==> src/rtl/regfile_pkg.sv <==
// Shared types and constants for the register-file write arbiter.
//   REG_W    : register number width
//   DATA_W   : register data width
//   NUM_REGS : architectural register count
//   wr_req_t : one write request {regnum, data, live}
package regfile_pkg;
    localparam int REG_W    = 5;
    localparam int DATA_W   = 32;
    localparam int NUM_REGS = 32;

    typedef struct packed {
        logic [REG_W-1:0]  regnum;
        logic [DATA_W-1:0] data;
        logic              live;
    } wr_req_t;

    function automatic logic [NUM_REGS-1:0] reg_onehot(input logic [REG_W-1:0] r);
        reg_onehot    = '0;
        reg_onehot[r] = 1'b1;
    endfunction
endpackage

==> src/rtl/regfile_wr_fifo.sv <==
// Buffer for multdiv results that lost write-port arbitration.
// Each entry carries a live bit; a kill-by-register input clears the live bit
// of every occupied entry aimed at that register, so a stale result drains
// without writing. Live bits are cleared on pop, so entry_live is only ever
// set on occupied slots.
// Ports:
//   clock, reset_n        : clock, synchronous active-low reset
//   push, push_req        : enqueue request (ignored when full)
//   pop                   : dequeue head (ignored when empty)
//   kill_en, kill_reg     : clear live on entries targeting kill_reg
//   head                  : current head entry
//   count, empty          : occupancy (live or killed)
//   entry_reg, entry_live : per-slot register number and live bit
module regfile_wr_fifo
    import regfile_pkg::*;
#(
    parameter int  DEPTH = 4,
    localparam int PTR_W = $clog2(DEPTH)
) (
    input  logic                         clock,
    input  logic                         reset_n,
    input  logic                         push,
    input  wr_req_t                      push_req,
    input  logic                         pop,
    input  logic                         kill_en,
    input  logic [REG_W-1:0]             kill_reg,
    output wr_req_t                      head,
    output logic [PTR_W:0]               count,
    output logic                         empty,
    output logic [DEPTH-1:0][REG_W-1:0]  entry_reg,
    output logic [DEPTH-1:0]             entry_live
);
    logic [PTR_W-1:0]               rd_ptr;
    logic [PTR_W-1:0]               wr_ptr;
    logic [PTR_W:0]                 cnt;
    logic [DEPTH-1:0]               live_q;
    logic [DEPTH-1:0][REG_W-1:0]    reg_mem;
    logic [DEPTH-1:0][DATA_W-1:0]   data_mem;
    logic                           full;
    logic                           push_ok;
    logic                           pop_ok;

    assign empty   = (cnt == '0);
    assign full    = (cnt == (PTR_W+1)'(DEPTH));
    assign push_ok = push && !full;
    assign pop_ok  = pop && !empty;

    // Payload needs no reset: it is only observed through live bits and count.
    always_ff @(posedge clock) begin
        if (push_ok) begin
            reg_mem[wr_ptr]  <= push_req.regnum;
            data_mem[wr_ptr] <= push_req.data;
        end
    end

    // Kill first, then pop, then push: the pushed slot is never an occupied
    // one, so its live bit comes solely from push_req.
    always_ff @(posedge clock) begin
        if (!reset_n) begin
            rd_ptr <= '0;
            wr_ptr <= '0;
            cnt    <= '0;
            live_q <= '0;
        end else begin
            for (int i = 0; i < DEPTH; i++) begin
                if (kill_en && (reg_mem[i] == kill_reg))
                    live_q[i] <= 1'b0;
            end
            if (pop_ok) begin
                live_q[rd_ptr] <= 1'b0;
                rd_ptr         <= rd_ptr + 1'b1;
            end
            if (push_ok) begin
                live_q[wr_ptr] <= push_req.live;
                wr_ptr         <= wr_ptr + 1'b1;
            end
            case ({push_ok, pop_ok})
                2'b10:   cnt <= cnt + 1'b1;
                2'b01:   cnt <= cnt - 1'b1;
                default: cnt <= cnt;
            endcase
        end
    end

    always_comb begin
        head.regnum = reg_mem[rd_ptr];
        head.data   = data_mem[rd_ptr];
        head.live   = live_q[rd_ptr];
    end

    assign count      = cnt;
    assign entry_reg  = reg_mem;
    assign entry_live = live_q;
endmodule

==> src/rtl/regfile_write_arbiter.sv <==
// Register-file write-port arbiter. Merges the pipeline writeback (fixed
// priority, never stalls) with multdiv completions (valid/ready) into one
// registered write port. Losing multdiv results wait in regfile_wr_fifo;
// a newer pipeline write to the same register kills buffered entries.
// Writes to register 0 are never issued.
// Build option: define MD_BYPASS_EN to let a live multdiv result go straight
// to the output register when the buffer is empty and the pipeline is idle.
// Ports:
//   clock, reset_n                 : clock, synchronous active-low reset
//   wb_valid, wb_reg, wb_data      : pipeline writeback
//   md_valid, md_reg, md_data      : multdiv result offer
//   md_ready                       : multdiv result accepted
//   ctrl_writeEnable/ctrl_writeReg : registered write enable / register
//   data_writeReg                  : registered write data
//   pending_mask                   : registers targeted by live buffered entries
//   md_count                       : buffer occupancy
module regfile_write_arbiter
    import regfile_pkg::*;
#(
    parameter int  DEPTH = 4,
    localparam int PTR_W = $clog2(DEPTH)
) (
    input  logic                clock,
    input  logic                reset_n,
    input  logic                wb_valid,
    input  logic [REG_W-1:0]    wb_reg,
    input  logic [DATA_W-1:0]   wb_data,
    input  logic                md_valid,
    input  logic [REG_W-1:0]    md_reg,
    input  logic [DATA_W-1:0]   md_data,
    output logic                md_ready,
    output logic                ctrl_writeEnable,
    output logic [REG_W-1:0]    ctrl_writeReg,
    output logic [DATA_W-1:0]   data_writeReg,
    output logic [NUM_REGS-1:0] pending_mask,
    output logic [PTR_W:0]      md_count
);
    logic                           wb_req;
    logic                           md_acc;
    logic                           md_live;
    logic                           bypass;
    logic                           push;
    logic                           pop;
    wr_req_t                        push_req;
    wr_req_t                        head;
    logic [PTR_W:0]                 fifo_count;
    logic                           fifo_empty;
    logic [DEPTH-1:0][REG_W-1:0]    entry_reg;
    logic [DEPTH-1:0]               entry_live;
    logic                           nxt_we;
    logic [REG_W-1:0]               nxt_reg;
    logic [DATA_W-1:0]              nxt_data;
    logic [NUM_REGS-1:0]            pend;

    // A write to $0 is no request at all.
    assign wb_req   = wb_valid && (wb_reg != '0);
    // Ready looks only at occupancy: a full buffer stays closed even on a
    // cycle where it pops.
    assign md_ready = (fifo_count != (PTR_W+1)'(DEPTH)) && reset_n;
    assign md_acc   = md_valid && md_ready;
    // Born dead if aimed at $0 or overwritten by the pipeline this same cycle.
    assign md_live  = (md_reg != '0) && !(wb_valid && (wb_reg == md_reg));

`ifdef MD_BYPASS_EN
    assign bypass = fifo_empty && !wb_req && md_acc && md_live;
`else
    assign bypass = 1'b0;
`endif

    assign push = md_acc && !bypass;
    // Killed heads are popped too; they just consume the cycle.
    assign pop  = !wb_req && !fifo_empty;

    always_comb begin
        push_req.regnum = md_reg;
        push_req.data   = md_data;
        push_req.live   = md_live;
    end

    regfile_wr_fifo #(.DEPTH(DEPTH)) u_fifo (
        .clock      (clock),
        .reset_n    (reset_n),
        .push       (push),
        .push_req   (push_req),
        .pop        (pop),
        .kill_en    (wb_req),
        .kill_reg   (wb_reg),
        .head       (head),
        .count      (fifo_count),
        .empty      (fifo_empty),
        .entry_reg  (entry_reg),
        .entry_live (entry_live)
    );

    // Priority: pipeline, then buffered head, then (optionally) bypass.
    // Register number and data hold when nothing is written.
    always_comb begin
        nxt_we   = 1'b0;
        nxt_reg  = ctrl_writeReg;
        nxt_data = data_writeReg;
        if (wb_req) begin
            nxt_we   = 1'b1;
            nxt_reg  = wb_reg;
            nxt_data = wb_data;
        end else if (!fifo_empty) begin
            if (head.live) begin
                nxt_we   = 1'b1;
                nxt_reg  = head.regnum;
                nxt_data = head.data;
            end
        end else if (bypass) begin
            nxt_we   = 1'b1;
            nxt_reg  = md_reg;
            nxt_data = md_data;
        end
    end

    always_ff @(posedge clock) begin
        if (!reset_n) begin
            ctrl_writeEnable <= 1'b0;
            ctrl_writeReg    <= '0;
            data_writeReg    <= '0;
        end else begin
            ctrl_writeEnable <= nxt_we;
            ctrl_writeReg    <= nxt_reg;
            data_writeReg    <= nxt_data;
        end
    end

    always_comb begin
        pend = '0;
        for (int i = 0; i < DEPTH; i++) begin
            if (entry_live[i])
                pend = pend | reg_onehot(entry_reg[i]);
        end
        pend[0] = 1'b0;
    end

    assign pending_mask = pend;
    assign md_count     = fifo_count;
endmodule

==> config.mk <==
export PLATFORM = sky130hd
export DESIGN_NAME = regfile_write_arbiter
export DESIGN_NICKNAME = d
export VERILOG_FILES = /design/src/rtl/regfile_pkg.sv /design/src/rtl/regfile_wr_fifo.sv /design/src/rtl/regfile_write_arbiter.sv
export SDC_FILE = /design/constraint.sdc
export NUM_CORES = 1
export LEC_CHECK = 0
export ABC_AREA = 1
export BUFFER_PORTS_ARGS = -buffer_cell sky130_fd_sc_hd__buf_2
export CORE_UTILIZATION = 41
export DETAILED_ROUTE_END_ITERATION = 8
export GPL_TIMING_DRIVEN = 0
export SYNTH_ARGS = -nofsm -noshare
export SYNTH_HDL_FRONTEND = slang
export SYNTH_SLANG_ARGS = --single-unit
==> constraint.sdc <==
create_clock -name clock -period 2 [get_ports clock]
set_input_delay 0.1 -clock clock [delete_from_list [all_inputs] [get_ports clock]]
set_output_delay 0.1 -clock clock [all_outputs]
set_load 0.05 [all_outputs]
==> metrics.txt <==
Die ar. 23,190 um^2; Sink Count 197; Hold Slack 22.41 ps; Inserted Clock Buffers 17; final WL 28.22 mm; CTS root buf clkbuf_16; critical path arrival 1850 ps; final setup fails 0; Max clock buf depth 2; Die Y-Extent 152.3 um; critical path type reg2out; LEAKAGE 0.004891 uW; IR Drop Worst-Case VDD 516.0 uV; Critical Path RT 1900 ps; Worst Max-Slew Pin Slew 688.6 ps; Max Cap Violations 0; yosys warns 0; number of flops mapped to enable cells by yosys 148; power density of the placed cells 1027 nW/um^2; H-tree Lvls 4; post-synth top area cell edfxtp_1; post-synthesis async set-or-reset flop share 0; Die W 152.3 um; IO Pins 152; failing checks design-rule violations; predominant post-synthesis flop cell edfxtp_1; Slew Viols, Final 0; average size of a mapped cell 9.627 um^2; gr usage total 0.2431; run status finished, violations left; first-pass GRT wire length 43.45 mm; worst-skew pair later-pin latency 440 ps; Residual DRC 8; M1 GR Usage 0.3184; CTS tree built; RSZ-0062 raised after global routing true; dpl ws -142.2 ps; top-count cell post-synth nor2_1; largest net degree at the start of global routing 33; max reg flops 128; top-area cell type share of the netlist area 0.4799; worst setup margin 51.36 ps; post-route ant nets 0; Syn Inst Count 962; Clock Skew 9.394 ps; vias in the first global route 7,940; Synthesized Nets 1,050; ant diodes 0; Netlist cell types 34; Rows 54; crit path launch type flip-flop; final hold violation count 0; Achievable Freq 513.2 MHz; core footprint 21,960 um^2; ranking of synthesized cells by area edfxtp_1 (48%), dfxtp_1 (11%), nor2_1 (6.4%), o21ai_0 (6.1%), nand2_1 (5.8%); Detail Placement HPWL 18.66 mm; Seq/Total Area, Yosys 0.5858; Syn Std Cell Area 9261 um^2; layout cells sized above 1 0.2435; RePlAce Congestion 0.9205; FF+latch count, synth 197; met3 usage 0.04010; wire per inst 18.62 um; Layout Utilization 0.5548; worst rel slew slack 0.5409; fin crit share 0.9743; Hold Crit Class in2reg; met2 usage 0.4110; gr busiest metal met2; initial antenna violation count 0; DR iter-0 viols 756; via count 8,243; GR Overflow Total 0; Worst Setup End Kind primary output; leading cell types by count after synthesis nor2_1 (157), edfxtp_1 (148), nand2_1 (143); Via density 5.437; Initial Utilization 0.4218; post-layout minimum cycle time 1949 ps; area growth from synthesis to layout 31.53%; Fill cells 1,973; worst-path fanout max 8; Port Buffer Count 145; first-pass iteration count of the detailed router 7; NumNets Final 1,311; clock-pin slew on the worst setup and hold paths 70 ps
==> cell type report <==
cell class,count,area [um^2],area share
well taps,280,350.3,0.02876
repair buffers,245,1764,0.1448
clock buffers,20,466.7,0.03831
multi-input cells,652,3503,0.2876
inverters,58,226.5,0.01859
clock inverters,12,138.9,0.01140
flip-flops and latches,197,5439,0.4465
plain buffers,52,292.8,0.02403
==> cells in the final DEF (no fill, tap or decap), types with 3 or more instances in the layout <==
| cell type | netlist | final |
|---|---|---|
| nand3_4 | 0 | 9 |
| dlygate4sd3_1 | 0 | 66 |
| clkinv_4 | 0 | 3 |
| nor2_1 | 157 | 157 |
| ha_1 | 9 | 9 |
| xor2_1 | 13 | 13 |
| clkbuf_16 | 0 | 17 |
| clkbuf_8 | 0 | 3 |
| xnor2_1 | 4 | 4 |
| nand4_1 | 4 | 4 |
| o21ai_1 | 8 | 10 |
| buf_2 | 23 | 136 |
| clkbuf_4 | 0 | 9 |
| o22ai_1 | 34 | 34 |
| nand3_2 | 1 | 11 |
| inv_1 | 53 | 38 |
| o22a_1 | 16 | 16 |
| inv_2 | 2 | 16 |
| buf_4 | 8 | 61 |
| buf_6 | 4 | 4 |
| inv_8 | 0 | 3 |
| dfxtp_4 | 0 | 3 |
| dfxtp_1 | 49 | 44 |
| nand2_1 | 143 | 142 |
| a21oi_1 | 35 | 35 |
| o221ai_1 | 31 | 31 |
| nor3_2 | 0 | 4 |
| o21ai_0 | 112 | 110 |
| edfxtp_1 | 148 | 148 |
| clkinvlp_4 | 0 | 3 |
| buf_12 | 0 | 4 |
| clkbuf_1 | 20 | 16 |
| a2bb2oi_1 | 3 | 3 |
| nand3_1 | 67 | 48 |
==> final timing paths <==
| path | startpoint | endpoint | slack (ps) | cells after the start |
|---|---|---|---|---|
| max | u_fifo.entry_live[1] | pending_mask[31] | 50 | 4 |
| min | wb_data[26] | data_writeReg[26] | 20 | 5 |
| max reg2reg | u_fifo.count[0] | u_fifo.count[2] | 90 | 10 |
| min reg2reg | ctrl_writeReg[3] | ctrl_writeReg[3] | 470 | 2 |
==> worst max-delay path, cell delays in order, from the launching register on <==
cell and delay [ps]:
dfxtp_2 470, nand3_2 280, o22a_1 280, o221ai_1 80, buf_2 300
==> per-layer routing <==
layer	routed length [um]	vias up
li1	-	3926
met1	12120	3946
met2	13800	335
met3	1862	36
met4	437	0
met5	0	-
==> metrics by stage <==
step	setup TNS (ps)	cells	cell area, um^2	total power [uW]
2_1_floorplan	0	962	9273	7626
3_3_place_gp	-115800	1387	10350	8796
3_5_place_dp	-1297	1391	10430	8846
4_1_cts	0	1490	11840	12470
5_1_grt	-113.2	1516	12180	13120
6_report	0	1516	12180	12520
==> what timing repair did <==
| action | in CTS | in global routing |
|---|---|---|
| pin swaps | 1 | 0 |
| setup endpoints to repair | 33 | 33 |
| setup buffers | 2 | 28 |
| hold buffers | 66 | 0 |
| hold endpoints to repair | 177 | 0 |
| gates resized for setup | 36 | 49 |
==> report_power, final <==
group          switching (uW)  internal [uW]
Clock                    1620           1870
Sequential                183           4730
Combinational            2880           1240
Total                    4680           7840
==> cell families after synthesis <==
| kind of cell | count (synthesis) | share of synthesized area |
|---|---|---|
| AO/OA/AOI/OAI | 241 | 0.1555 |
| XOR/XNOR | 17 | 0.01608 |
| adder cells (fa/ha/maj) | 10 | 0.01432 |
| buffers and inverters | 113 | 0.05593 |
| flip-flops | 197 | 0.5858 |
| other | 1 | 0.0004049 |
| AND/OR/NAND/NOR | 383 | 0.1720 |
Power figures use the tool's default switching activity.
